`src/rtl/pll_lock_rst_seq.sv`:
```
// pll_lock_rst_seq
//   Power-up and re-lock sequencer for a PLL. It drives the PLL reset and
//   watches the PLL lock output through a two-flop synchronizer. The
//   downstream reset (sys_rst_n) is released only after lock has stayed high
//   for LOCK_STABLE_CYC consecutive cycles. A lock timeout triggers another
//   PLL reset. MAX_RETRY consecutive timeouts park the block in FAIL until
//   software restarts it. Lock drops seen while running are counted.
//
// Ports
//   clk           in   free-running reference clock (same source as PLL clkin)
//   rst_n         in   asynchronous active-low reset
//   pll_lock      in   PLL lock, asynchronous to clk
//   sw_rst_req    in   single-cycle software restart request (wins over all)
//   pll_rst       out  PLL reset, active high
//   sys_rst_n     out  downstream reset, active low, high only in RUN
//   pll_fail      out  set while parked in FAIL (retries exhausted)
//   state         out  FSM state: 0 PLL_RST, 1 WAIT_LOCK, 2 STABLE, 3 RUN, 4 FAIL
//   lock_loss_cnt out  saturating count of lock drops seen in RUN
module pll_lock_rst_seq #(
  parameter int PLL_RST_CYC      = 16,
  parameter int LOCK_TIMEOUT_CYC = 5000,
  parameter int LOCK_STABLE_CYC  = 256,
  parameter int MAX_RETRY        = 3,
  parameter int CNT_W            = 8
) (
  input  logic             clk,
  input  logic             rst_n,
  input  logic             pll_lock,
  input  logic             sw_rst_req,
  output logic             pll_rst,
  output logic             sys_rst_n,
  output logic             pll_fail,
  output logic [2:0]       state,
  output logic [CNT_W-1:0] lock_loss_cnt
);

  localparam int MAX_A   = (PLL_RST_CYC > LOCK_TIMEOUT_CYC) ? PLL_RST_CYC : LOCK_TIMEOUT_CYC;
  localparam int MAX_CYC = (MAX_A > LOCK_STABLE_CYC) ? MAX_A : LOCK_STABLE_CYC;
  // The shared cycle counter only has to reach MAX_CYC-1.
  localparam int TW      = ($clog2(MAX_CYC) < 1) ? 1 : $clog2(MAX_CYC);
  localparam int RW      = ($clog2(MAX_RETRY + 1) < 1) ? 1 : $clog2(MAX_RETRY + 1);

  localparam logic [TW-1:0] RST_LAST    = TW'(PLL_RST_CYC - 1);
  localparam logic [TW-1:0] TO_LAST     = TW'(LOCK_TIMEOUT_CYC - 1);
  localparam logic [TW-1:0] STABLE_LAST = TW'(LOCK_STABLE_CYC - 1);
  localparam logic [RW-1:0] RETRY_LIMIT = RW'(MAX_RETRY);

  typedef enum logic [2:0] {
    ST_PLL_RST   = 3'd0,
    ST_WAIT_LOCK = 3'd1,
    ST_STABLE    = 3'd2,
    ST_RUN       = 3'd3,
    ST_FAIL      = 3'd4
  } state_e;

  state_e           state_q, state_d;
  logic [TW-1:0]    tmr_q, tmr_d;
  logic [RW-1:0]    retry_q, retry_d;
  logic [RW-1:0]    retry_inc;
  logic [CNT_W-1:0] loss_q, loss_d;
  logic             pll_rst_q, pll_rst_d;
  logic             sys_rst_n_q, sys_rst_n_d;
  logic             pll_fail_q, pll_fail_d;
  logic             sync1_q, sync2_q;
  logic             lock_s;

  // Two-flop synchronizer for the asynchronous PLL lock.
  always_ff @(posedge clk or negedge rst_n) begin
    if (!rst_n) begin
      sync1_q <= 1'b0;
      sync2_q <= 1'b0;
    end else begin
      sync1_q <= pll_lock;
      sync2_q <= sync1_q;
    end
  end

  assign lock_s    = sync2_q;
  assign retry_inc = retry_q + RW'(1);

  // Next-state, counter and output decode.
  always_comb begin
    state_d = state_q;
    tmr_d   = tmr_q;
    retry_d = retry_q;
    loss_d  = loss_q;
    if (sw_rst_req) begin
      // Software restart: the loss counter is deliberately left alone.
      state_d = ST_PLL_RST;
      tmr_d   = TW'(0);
      retry_d = RW'(0);
    end else begin
      case (state_q)
        ST_PLL_RST: begin
          if (tmr_q == RST_LAST) begin
            state_d = ST_WAIT_LOCK;
            tmr_d   = TW'(0);
          end else begin
            tmr_d = tmr_q + TW'(1);
          end
        end
        ST_WAIT_LOCK: begin
          if (lock_s) begin
            state_d = ST_STABLE;
            tmr_d   = TW'(0);
          end else if (tmr_q == TO_LAST) begin
            tmr_d   = TW'(0);
            retry_d = retry_inc;
            if (retry_inc == RETRY_LIMIT) begin
              state_d = ST_FAIL;
            end else begin
              state_d = ST_PLL_RST;
            end
          end else begin
            tmr_d = tmr_q + TW'(1);
          end
        end
        ST_STABLE: begin
          // A lock glitch restarts the wait without consuming a retry.
          if (!lock_s) begin
            state_d = ST_WAIT_LOCK;
            tmr_d   = TW'(0);
          end else if (tmr_q == STABLE_LAST) begin
            state_d = ST_RUN;
            tmr_d   = TW'(0);
            retry_d = RW'(0);
          end else begin
            tmr_d = tmr_q + TW'(1);
          end
        end
        ST_RUN: begin
          if (!lock_s) begin
            state_d = ST_PLL_RST;
            tmr_d   = TW'(0);
            if (loss_q == {CNT_W{1'b1}}) begin
              loss_d = loss_q;
            end else begin
              loss_d = loss_q + CNT_W'(1);
            end
          end else begin
            tmr_d = TW'(0);
          end
        end
        ST_FAIL: begin
          tmr_d = TW'(0);
        end
        default: begin
          state_d = ST_PLL_RST;
          tmr_d   = TW'(0);
          retry_d = RW'(0);
        end
      endcase
    end
    // Outputs are decoded from the next state so they move with state.
    pll_rst_d   = (state_d == ST_PLL_RST) || (state_d == ST_FAIL);
    sys_rst_n_d = (state_d == ST_RUN);
    pll_fail_d  = (state_d == ST_FAIL);
  end

  // State, counters and registered outputs.
  always_ff @(posedge clk or negedge rst_n) begin
    if (!rst_n) begin
      state_q     <= ST_PLL_RST;
      tmr_q       <= TW'(0);
      retry_q     <= RW'(0);
      loss_q      <= CNT_W'(0);
      pll_rst_q   <= 1'b1;
      sys_rst_n_q <= 1'b0;
      pll_fail_q  <= 1'b0;
    end else begin
      state_q     <= state_d;
      tmr_q       <= tmr_d;
      retry_q     <= retry_d;
      loss_q      <= loss_d;
      pll_rst_q   <= pll_rst_d;
      sys_rst_n_q <= sys_rst_n_d;
      pll_fail_q  <= pll_fail_d;
    end
  end

  assign state         = state_q;
  assign pll_rst       = pll_rst_q;
  assign sys_rst_n     = sys_rst_n_q;
  assign pll_fail      = pll_fail_q;
  assign lock_loss_cnt = loss_q;

endmodule

```
`config.mk`:
```
export PLATFORM = sky130hd
export DESIGN_NAME = pll_lock_rst_seq
export DESIGN_NICKNAME = d
export VERILOG_FILES = /design/src/rtl/pll_lock_rst_seq.sv
export SDC_FILE = /design/constraint.sdc
export NUM_CORES = 1
export LEC_CHECK = 0
export ABC_AREA = 0
export CAP_MARGIN = 10
export CORE_ASPECT_RATIO = 1.5
export CORE_MARGIN = 1.5
export CORE_UTILIZATION = 59
export CTS_BUF_LIST = sky130_fd_sc_hd__clkbuf_4 sky130_fd_sc_hd__clkbuf_8 sky130_fd_sc_hd__clkbuf_16
export DETAILED_ROUTE_END_ITERATION = 12
export PLACE_DENSITY = 0.91
export SLEW_MARGIN = 20
export SYNTH_ARGS = -nofsm -noshare
export SYNTH_HDL_FRONTEND = slang
export SYNTH_SLANG_ARGS = --single-unit
```
`constraint.sdc`:
```
create_clock -name clk -period 5.1 [get_ports clk]
set_input_delay 1.53 -clock clk [delete_from_list [all_inputs] [get_ports clk]]
set_output_delay 1.53 -clock clk [all_outputs]
set_load 0.005 [all_outputs]
```
* After elaboration in Yosys (flattened, before gate mapping)
Index checks and enable logic that the tools add are counted.
** Storage, ports and cells
- Flip-flop bits (word level) :: 31
- Input bits :: 4
- Logic and storage cells :: 59
- Output and inout port bits :: 14
** Operators by class
- Muxes and demuxes :: 22
- $add $sub $neg :: 3
- Reduce and logical (&&, ||, !) cells :: 6
- Bitwise gates (word level) :: 3
- Eq/ne operators :: 16
** Operators with widths (number)
- two-way mux 13 bit :: 6
- one-hot mux 13 bit (3 select lines) :: 1
- two-way mux 3 bit :: 8
- one-hot mux 3 bit (5 select lines) :: 1
- adder 13 x 1 -> 13 bit, second input constant :: 1
- == test 13 bit, second input constant :: 1
- == test 13 x 4 -> 1 bit, second input constant :: 1
- == test 13 x 8 -> 1 bit, second input constant :: 1
- != test 3 bit, second input constant :: 4
- two-way mux 2 bit :: 5
- == test 3 x 2 -> 1 bit, second input constant :: 3
- adder 8 x 1 -> 8 bit, second input constant :: 1
- == test 8 bit, second input constant :: 1
- == test 3 bit, second input constant :: 2
- logical NOT 3 bit :: 2
- one-hot mux 2 bit (3 select lines) :: 1
- AND reduction 5 bit :: 1
- AND reduction 4 bit :: 1
- == test 3 x 1 -> 1 bit, second input constant :: 1
- NOT 1 bit :: 3
- OR reduction 3 bit :: 1
- adder 2 x 1 -> 2 bit, second input constant :: 1
- == test 2 bit, second input constant :: 1
- != test 2 x 1 -> 1 bit, second input constant :: 1
- logical OR 1 bit :: 1

* Longest topological paths before layout
Gate-level depths: netlist of run 1.
- Depth after elaboration :: 9
- Mapped depth :: 7
- Mapped depth without buffers :: 6

* Worst setup path before layout of run 1
OpenSTA, ideal clock, no wires.
- Path type :: input-to-reg
- From :: input sw_rst_req
- To :: register loss_q[1] (netlist: lock_loss_cnt[1])
- Library setup time :: 0.125 ns
- Slack :: 2.449 ns
- Data arrival time :: 2.527 ns
- Stages :: 3
- Required time :: 4.975 ns
- Path buffers :: 0
- Path through :: nand3b_1 -> a311oi_2 -> mux2_2
** On the way
- Longest elaborated chain between the ends :: 2
** Ends and longest elaborated chain
- start: declaration :: RTL line 29 : input logic sw_rst_req,
- NOT 1 bit (no line)
- AND reduction 4 bit (no line)
- end signal: assignment :: RTL line 174 : loss_q <= loss_d;
- end: declaration :: RTL line 60 : logic [CNT_W-1:0] loss_q, loss_d;
Every way passes these cells.
A chain may end at the register's enable or synchronous reset.

* Worst setup path after layout of run 1
Same ends and word-level chain as after synthesis.

==> out/qor.csv, run 1 <==
metric,value,unit
syn_avg_cell_area,10.4,sq um
fin_worst_skew,6.95,ps
synth.distinct_cells,36,
comb_power_share,3.6,%
numCtsBuffers,5,
worst_slew_pin_slew,896,ps
yosysTopAreaCellShare,48.1,%
die-area,2970,sq um
fin_setup_tns,0,ps
ios,18,
grt_use_met2,42.5,%
die_w,45.0,microns
syn-num-nets,157,
vias_per_cell,5.95,
power_switching,99.3,uW
criticalPathCategory,input port to register,
required,5330,ps
syn2layout_area_growth,17.9,%
synth_cells,150,
die_h,66.0,microns
synth_seq_cells,31,
period_needed,3010,ps
final_cell_mix,"dfrtp_1 (30), nor2_1 (19), clkdlybuf4s50_1 (17)",
rsz0062_at_grt,false,
cp_data_arrival_time,3240,ps
grt_pass1_vias,1260,
synthFlopType,dfrtp_1,
reg2reg_to,tmr_q[4],
pre_cts_ws,1740,ps
hold_path_startpoint,sync1_q,
syn_area,1560,sq um
final_max_slew_viol_count,0,
worstHoldPathCells,0,
grt_use_met3,5.74,%
ys_warn_count,0,
fmax,332,MHz
leakagePower,0.768,nW
grt_use_met1,27.0,%
p_sw_share,21.1,%
hold_path_class,register to register,
grt_max_degree,21,
seq_area_frac_synth,49.8,%
grt_usage,25.2,%
nNetsFinal,180,
port-buffer-count,17,
reg2reg_slack,2950,ps
crit_path_end_kind,register,
timing.rr.start,tmr_q[4],
dr_total_vias,1178,
vdd_drop_max,239,uV
synth_edf_count,0,
grt_overflow,0,
setup_ws,2090,ps
placementRows,22,
drive_above_1_share,9.20,%
reg2regPathDepth,5,
clockRootBuffer,clkbuf_4,
drt_iter0_drc,14,
busiest_layer,met2,
ys_top_cells_by_area,"dfrtp_1 (48%), xnor2_1 (7.9%), nor2_1 (4.6%), nand2_1 (3.1%), and3_1 (2.4%)",
finalWirelength,3.02,mm
clkPwrFrac,42.9,%
finalSetupViolCount,0,
cts_tree,done,
ys_async_sr_fraction,100,%
diodes,0,
power_density,255,nW/um^2
outcome,finished clean,
drc,0,
finalCritPeriodShare,59.0,%
cts_resized,0,
drtPass1Iterations,4,
hold_viol,0,
p_int,371,uW
final_common_cell,dfrtp_1,
synth_top_area_cell,dfrtp_1,
min_to,lock_s,
clkTransAtPathRegs,90,ps
antenna_found_initial,0,
h-tree-depth,2,
core_area,2480,sq um
slew-limit-headroom,40.1,%
crit_path_start_kind,input port,
cp_max_fo,8,
initial_utilization,63.0,%
drv_cap,0,
clockBufferDepth,2,
wl_per_cell,15.2,microns
worstSkewPairLatency,340,ps
hold_buffers,0,
cts.sinks,31,
cts_setup_buffers,0,
dp_hpwl,2.27,mm
p_seq_share,53.5,%
place.gp.congestion,0.838,
ant_nets,0,
grt_pass1_wl,5.35,mm
routing by layer:
layer | vias up | wire length (microns)
met5 | - | 0
met4 | 0 | 91
met3 | 9 | 103
met2 | 28 | 1620
met1 | 562 | 1200
li1 | 579 | -
state kept, by name (all words and copies together), names as in the netlist:
name           cells
tmr_q             13
lock_loss_cnt      8
state              3
retry_q            2
lock_s             1
pll_fail           1
pll_rst            1
sync1_q            1
sys_rst_n          1
final cells by class:
class | instances | area (sq um)
multi-input cells | 113 | 753
fillers | 160 | 638
clock inverters | 2 | 35.0
repair buffers | 18 | 178
clock buffers | 6 | 51.3
flip-flops and latches | 31 | 777
inverters | 4 | 15.0
well taps | 24 | 30.0
Yosys cell counts (all sizes together), types with 2 or more instances:
master  count
nand4       3
and3        6
nor3b       2
and4        3
dfrtp      30
nor4        6
nand3b      2
and2        2
nor3        5
nand3       7
a21boi      2
nand2      13
nand2b      4
xnor2      14
xor2        4
nor2b       4
nor2       19
ha          3
a21oi       2
inv         4
worst max-delay path, stage by stage:
cell and delay (ps):
clkdlybuf4s50_1 510, nand3b_1 230, a311oi_2 580, mux2_2 400
stage by stage:
stage	instances	hold WS [ps]	cell area (sq um)	utilization [%]	power, mW
2_1_floorplan	150	331	1560	-	0.264
3_3_place_gp	190	337	1750	70.8	0.273
3_5_place_dp	190	349	1750	70.8	0.273
4_1_cts	198	371	1840	74.2	0.475
5_1_grt	198	372	1840	74.2	0.485
6_report	198	367	1840	74.2	0.470
how the worst max path moves through the flow:
stage	from	to	slack, ps	cells after the start
after floorplan	sw_rst_req	lock_loss_cnt[1]	2450	3
after global placement	sw_rst_req	lock_loss_cnt[1]	1800	4
after detailed placement	sw_rst_req	lock_loss_cnt[1]	1740	4
after CTS	sw_rst_req	lock_loss_cnt[1]	2100	4
after global routing	sw_rst_req	lock_loss_cnt[7]	1960	5
final	sw_rst_req	lock_loss_cnt[1]	2090	4
cell families (layout without fill, tap and decap cells):
logic type      after synthesis  after routing  synth area share [%]
compound gates               12             12                  7.06
xor+xnor                     18             18                  10.1
fa+ha+maj                     3              3                  2.41
buf+inv                       6             30                  1.92
flops                        31             31                  49.8
mux                           1              1                 0.722
simple gates                 79             79                  28.0
power by group through the flow:
stage | combinational, mW | sequential (mW) | clock (mW)
2_1_floorplan | 0.00909 | 0.255 | 0
3_3_place_gp | 0.0164 | 0.256 | 0
3_5_place_dp | 0.0170 | 0.256 | 0
4_1_cts | 0.0171 | 0.252 | 0.206
5_1_grt | 0.0192 | 0.252 | 0.214
6_report | 0.0168 | 0.252 | 0.202
No activity file was read; power rests on OpenSTA's default activity.
==> inputs of run 2 (changes only) <==
--- a/config.mk
+++ b/config.mk
@@ -9,10 +9,10 @@
 export CAP_MARGIN = 10
 export CORE_ASPECT_RATIO = 1.5
 export CORE_MARGIN = 1.5
-export CORE_UTILIZATION = 59
+export CORE_UTILIZATION = 49
 export CTS_BUF_LIST = sky130_fd_sc_hd__clkbuf_4 sky130_fd_sc_hd__clkbuf_8 sky130_fd_sc_hd__clkbuf_16
 export DETAILED_ROUTE_END_ITERATION = 12
-export PLACE_DENSITY = 0.91
+export PLACE_DENSITY = 0.82
 export SLEW_MARGIN = 20
 export SYNTH_ARGS = -nofsm -noshare
 export SYNTH_HDL_FRONTEND = slang
==> constraint.sdc (replaced) <==
create_clock -name clk -period 2.6 [get_ports clk]
set_input_delay 0.78 -clock clk [delete_from_list [all_inputs] [get_ports clk]]
set_output_delay 0.78 -clock clk [all_outputs]
set_load 0.005 [all_outputs]
==> out/qor.csv, run 2 (synthesized netlist as in run 1, its figures left out) <==
metric,value,unit
grt_pass1_wl,5.30,mm
finalCritPeriodShare,84.0,%
hold_path_startpoint,sync1_q,
grt_use_met3,5.56,%
rsz0062_at_grt,false,
fin_worst_skew,3.90,ps
slew-limit-headroom,60.4,%
power_density,490,nW/um^2
ios,18,
busiest_layer,met2,
cts_resized,0,
nNetsFinal,182,
drv_cap,0,
fin_hold_ws,347,ps
worst_slew_pin_slew,593,ps
grt_usage,19.8,%
cts.sinks,31,
die-area,3540,sq um
crit_path_start_kind,register,
vias_per_cell,5.68,
clockRootBuffer,clkbuf_8,
post-route-cell-area,1880,sq um
reg2reg_slack,420,ps
initial_utilization,52.5,%
leakagePower,0.782,nW
finalSetupViolCount,0,
worstSkewPairLatency,280,ps
grt_max_degree,32,
cp_data_arrival_time,2330,ps
wl_per_cell,14.3,microns
drc,0,
cts_tree,done,
dp_hpwl,2.22,mm
hold_buffers,0,
grt_overflow,0,
cp_max_fo,13,
die_w,49.1,microns
regMostFlops,tmr_q,
h-tree-depth,2,
core_area,2970,sq um
multi_input_area,753,sq um
reg2reg_to,tmr_q[7],
place.gp.congestion,0.822,
dpl-instance-area,1790,sq um
total_power,922,uW
drive_above_1_share,10.2,%
port-buffer-count,17,
final_cell_mix,"dfrtp_1 (30), nor2_1 (19), clkdlybuf4s50_1 (17)",
ant_nets,0,
min_to,lock_s,
hold_viol,0,
cts_setup_buffers,0,
diodes,0,
final_common_cell,dfrtp_1,
clkTransAtPathRegs,60,ps
final_max_slew_viol_count,0,
numCtsBuffers,5,
grt_use_met1,21.0,%
syn2layout_area_growth,20.6,%
hold_path_class,register to register,
grt_pass1_vias,1226,
n_fill_cell,230,
layout.area.seq,777,sq um
timing.rr.start,tmr_q[8],
crit_path_end_kind,register,
vdd_drop_max,546,uV
grt_use_met2,34.2,%
required,2740,ps
largest_reg_flops,13,
dr_total_vias,1221,
period_needed,2180,ps
antenna_found_initial,0,
drtPass1Iterations,4,
fmax,458,MHz
clockBufferDepth,2,
die_h,72.1,microns
drt_iter0_drc,29,
criticalPathCategory,register to register,
finalWirelength,3.07,mm
placementRows,24,
fin_setup_tns,0,ps
outcome,finished clean,
worstHoldPathCells,0,
reg2regPathDepth,5,
-- run 2: routing by layer --
metal	routed length, microns	up-vias
met5	0	-
met4	73	0
met3	164	7
met2	1640	48
met1	1190	594
li1	-	572
-- run 2: worst max-delay path by stage --
stage	from	to	slack, ps	depth (start not counted)
floorplan	sw_rst_req	lock_loss_cnt[1]	700	3
global placement	sw_rst_req	lock_loss_cnt[1]	330	5
detailed placement	sw_rst_req	lock_loss_cnt[1]	340	5
CTS	tmr_q[8]	tmr_q[8]	390	5
global route	tmr_q[8]	tmr_q[2]	260	5
finish	tmr_q[8]	tmr_q[7]	420	5
-- run 2: critical path, stage by stage (launching register included) --
cell and delay (ps):
dfrtp_1 440, nor4_1 480, and4_1 330, nor3_1 90
o311ai_4 590, nor2_1 110
-- run 2: metrics by stage --
stage                     cells  utilization [%]  worst slack, ps
after floorplan             150                -              699
after global placement      207             60.1              333
after CTS                   215             63.3              394
after global routing        215             63.3              258
final                       215             63.3              415
after detailed placement    207             60.1              338
-- run 2: cell type report --
| type | instances | area share (%) |
|---|---|---|
| clock inverters | 1 | 0.266 |
| flip-flops and latches | 31 | 41.3 |
| repair buffers | 20 | 10.2 |
| multi-input cells | 113 | 40.0 |
| well taps | 39 | 2.59 |
| clock buffers | 7 | 4.79 |
| inverters | 4 | 0.798 |
-- run 2: where the power goes --
part / internal [mW] / total, mW / switching [mW]
sequential: 0.488 / 0.494 / 0.00622
combinational: 0.0135 / 0.0338 / 0.0204
clock: 0.224 / 0.394 / 0.171
total: 0.725 / 0.922 / 0.197
==> inputs of run 3 (changes only) <==
--- a/config.mk
+++ b/config.mk
@@ -9,10 +9,10 @@
 export CAP_MARGIN = 10
 export CORE_ASPECT_RATIO = 1.5
 export CORE_MARGIN = 1.5
-export CORE_UTILIZATION = 49
+export CORE_UTILIZATION = 55
 export CTS_BUF_LIST = sky130_fd_sc_hd__clkbuf_4 sky130_fd_sc_hd__clkbuf_8 sky130_fd_sc_hd__clkbuf_16
 export DETAILED_ROUTE_END_ITERATION = 12
-export PLACE_DENSITY = 0.82
+export PLACE_DENSITY = 0.86
 export SLEW_MARGIN = 20
 export SYNTH_ARGS = -nofsm -noshare
 export SYNTH_HDL_FRONTEND = slang
==> constraint.sdc (replaced) <==
create_clock -name clk -period 2.28 [get_ports clk]
set_input_delay 0.684 -clock clk [delete_from_list [all_inputs] [get_ports clk]]
set_output_delay 0.684 -clock clk [all_outputs]
set_load 0.005 [all_outputs]
==> out/qor.csv, run 3 (synthesized netlist as in run 1, its figures left out) <==
metric,value,unit
rsz0062_at_grt,false,
numCtsBuffers,5,
final_common_cell,dfrtp_1,
final_max_slew_viol_count,0,
cts_resized,0,
drt_iter0_drc,33,
grt_usage,25.3,%
grt_pass1_vias,1247,
finalCritPeriodShare,90.3,%
crit_path_end_kind,register,
die_h,68.2,microns
period_needed,2060,ps
pre_cts_ws,87.8,ps
post-route-cell-area,1900,sq um
ios,18,
criticalPathCategory,register to register,
grt_pass1_wl,5.55,mm
hold_viol,0,
initial_utilization,58.3,%
power_density,575,nW/um^2
clockRootBuffer,clkbuf_8,
fin_worst_skew,8.84,ps
clockBufferDepth,2,
clkTransAtPathRegs,70,ps
multi_input_area,753,sq um
antenna_found_initial,0,
cts_setup_buffers,0,
placed_cells,206,
cp_max_fo,13,
drv_cap,0,
core_area,2680,sq um
die-area,3170,sq um
layout.area.seq,777,sq um
ant_nets,0,
nNetsFinal,183,
crit_path_start_kind,register,
vdd_drop_max,580,uV
hold_buffers,0,
port-buffer-count,17,
grt_max_degree,32,
vias_per_cell,5.65,
largest_reg_flops,13,
drc,0,
syn2layout_area_growth,21.5,%
placementRows,23,
dp_hpwl,2.30,mm
outcome,finished clean,
fin_setup_tns,0,ps
grt_overflow,0,
leakagePower,0.786,nW
hold_path_class,register to register,
dr_total_vias,1210,
wl_per_cell,15.6,microns
required,2450,ps
place.gp.congestion,0.787,
cts.sinks,31,
dpl-instance-area,1790,sq um
final_cell_mix,"dfrtp_1 (30), nor2_1 (19), clkdlybuf4s50_1 (17)",
setup_ws,221,ps
finalSetupViolCount,0,
finalWirelength,3.34,mm
cp_data_arrival_time,2230,ps
final_cells,214,
worst_slew_pin_slew,467,ps
worstSkewPairLatency,290,ps
drive_above_1_share,10.7,%
diodes,0,
cts_tree,done,
drtPass1Iterations,4,
slew-limit-headroom,68.6,%
die_w,46.5,microns
h-tree-depth,2,
fmax,486,MHz
regMostFlops,tmr_q,
n_fill_cell,203,
[run 3: cell types whose count changed in the layout (fill, tap and decap cells not counted), sizes merged]
cell | previous run | this run
buf | 3 | 4
clkinv | 1 | 0
clkinvlp | 0 | 1
[run 3: metrics by stage]
step	util, %	hold slack (ps)	power (mW)
after detailed placement	66.9	348	0.615
after floorplan	-	331	0.591
after global routing	70.8	393	1.12
after global placement	66.9	339	0.612
after CTS	70.8	387	1.10
final	70.8	391	1.09
[run 3: worst max-delay path: stages (launching register included)]
cell	delay, ps
dfrtp_1	440
nor4_1	480
nand4_1	220
and3_1	270
o311ai_4	210
buf_4	230
nor2_1	80
[run 3: final cells by class]
cell class                 count  area share (%)
inverter                       4           0.792
tap                           37            2.44
multi-input combinational    113            39.7
timing repair buffer          21            10.6
sequential                    31            41.0
clock inverter                 1           0.396
clock buffer                   7            5.08
[run 3: layer usage]
layer	global-route usage, %	share of wire [%]	vias up
met3	6.07	3.8	11
met1	27.8	39	588
met5	0	0	-
li1	-	-	577
met2	42.7	53	34
met4	15.0	3.9	0
[run 3: where the power goes]
part           leakage [nW]  internal [mW]  switching, mW
clock network        0.0505          0.274          0.211
logic                 0.313         0.0166         0.0237
registers             0.423          0.556        0.00749
[run 3: path summary, 6_finish.rpt]
check | slack, ps | start | depth (start not counted) | end
setup / recovery | 220 | tmr_q[8] | 6 | tmr_q[7]
hold / removal | 390 | sync1_q | 0 | lock_s
setup reg to reg | 220 | tmr_q[8] | 6 | tmr_q[7]
hold reg to reg | 390 | sync1_q | 0 | lock_s
max in group asynchronous | 1180 | rst_n | 2 | pll_rst
min in group asynchronous | 780 | rst_n | 2 | tmr_q[8]
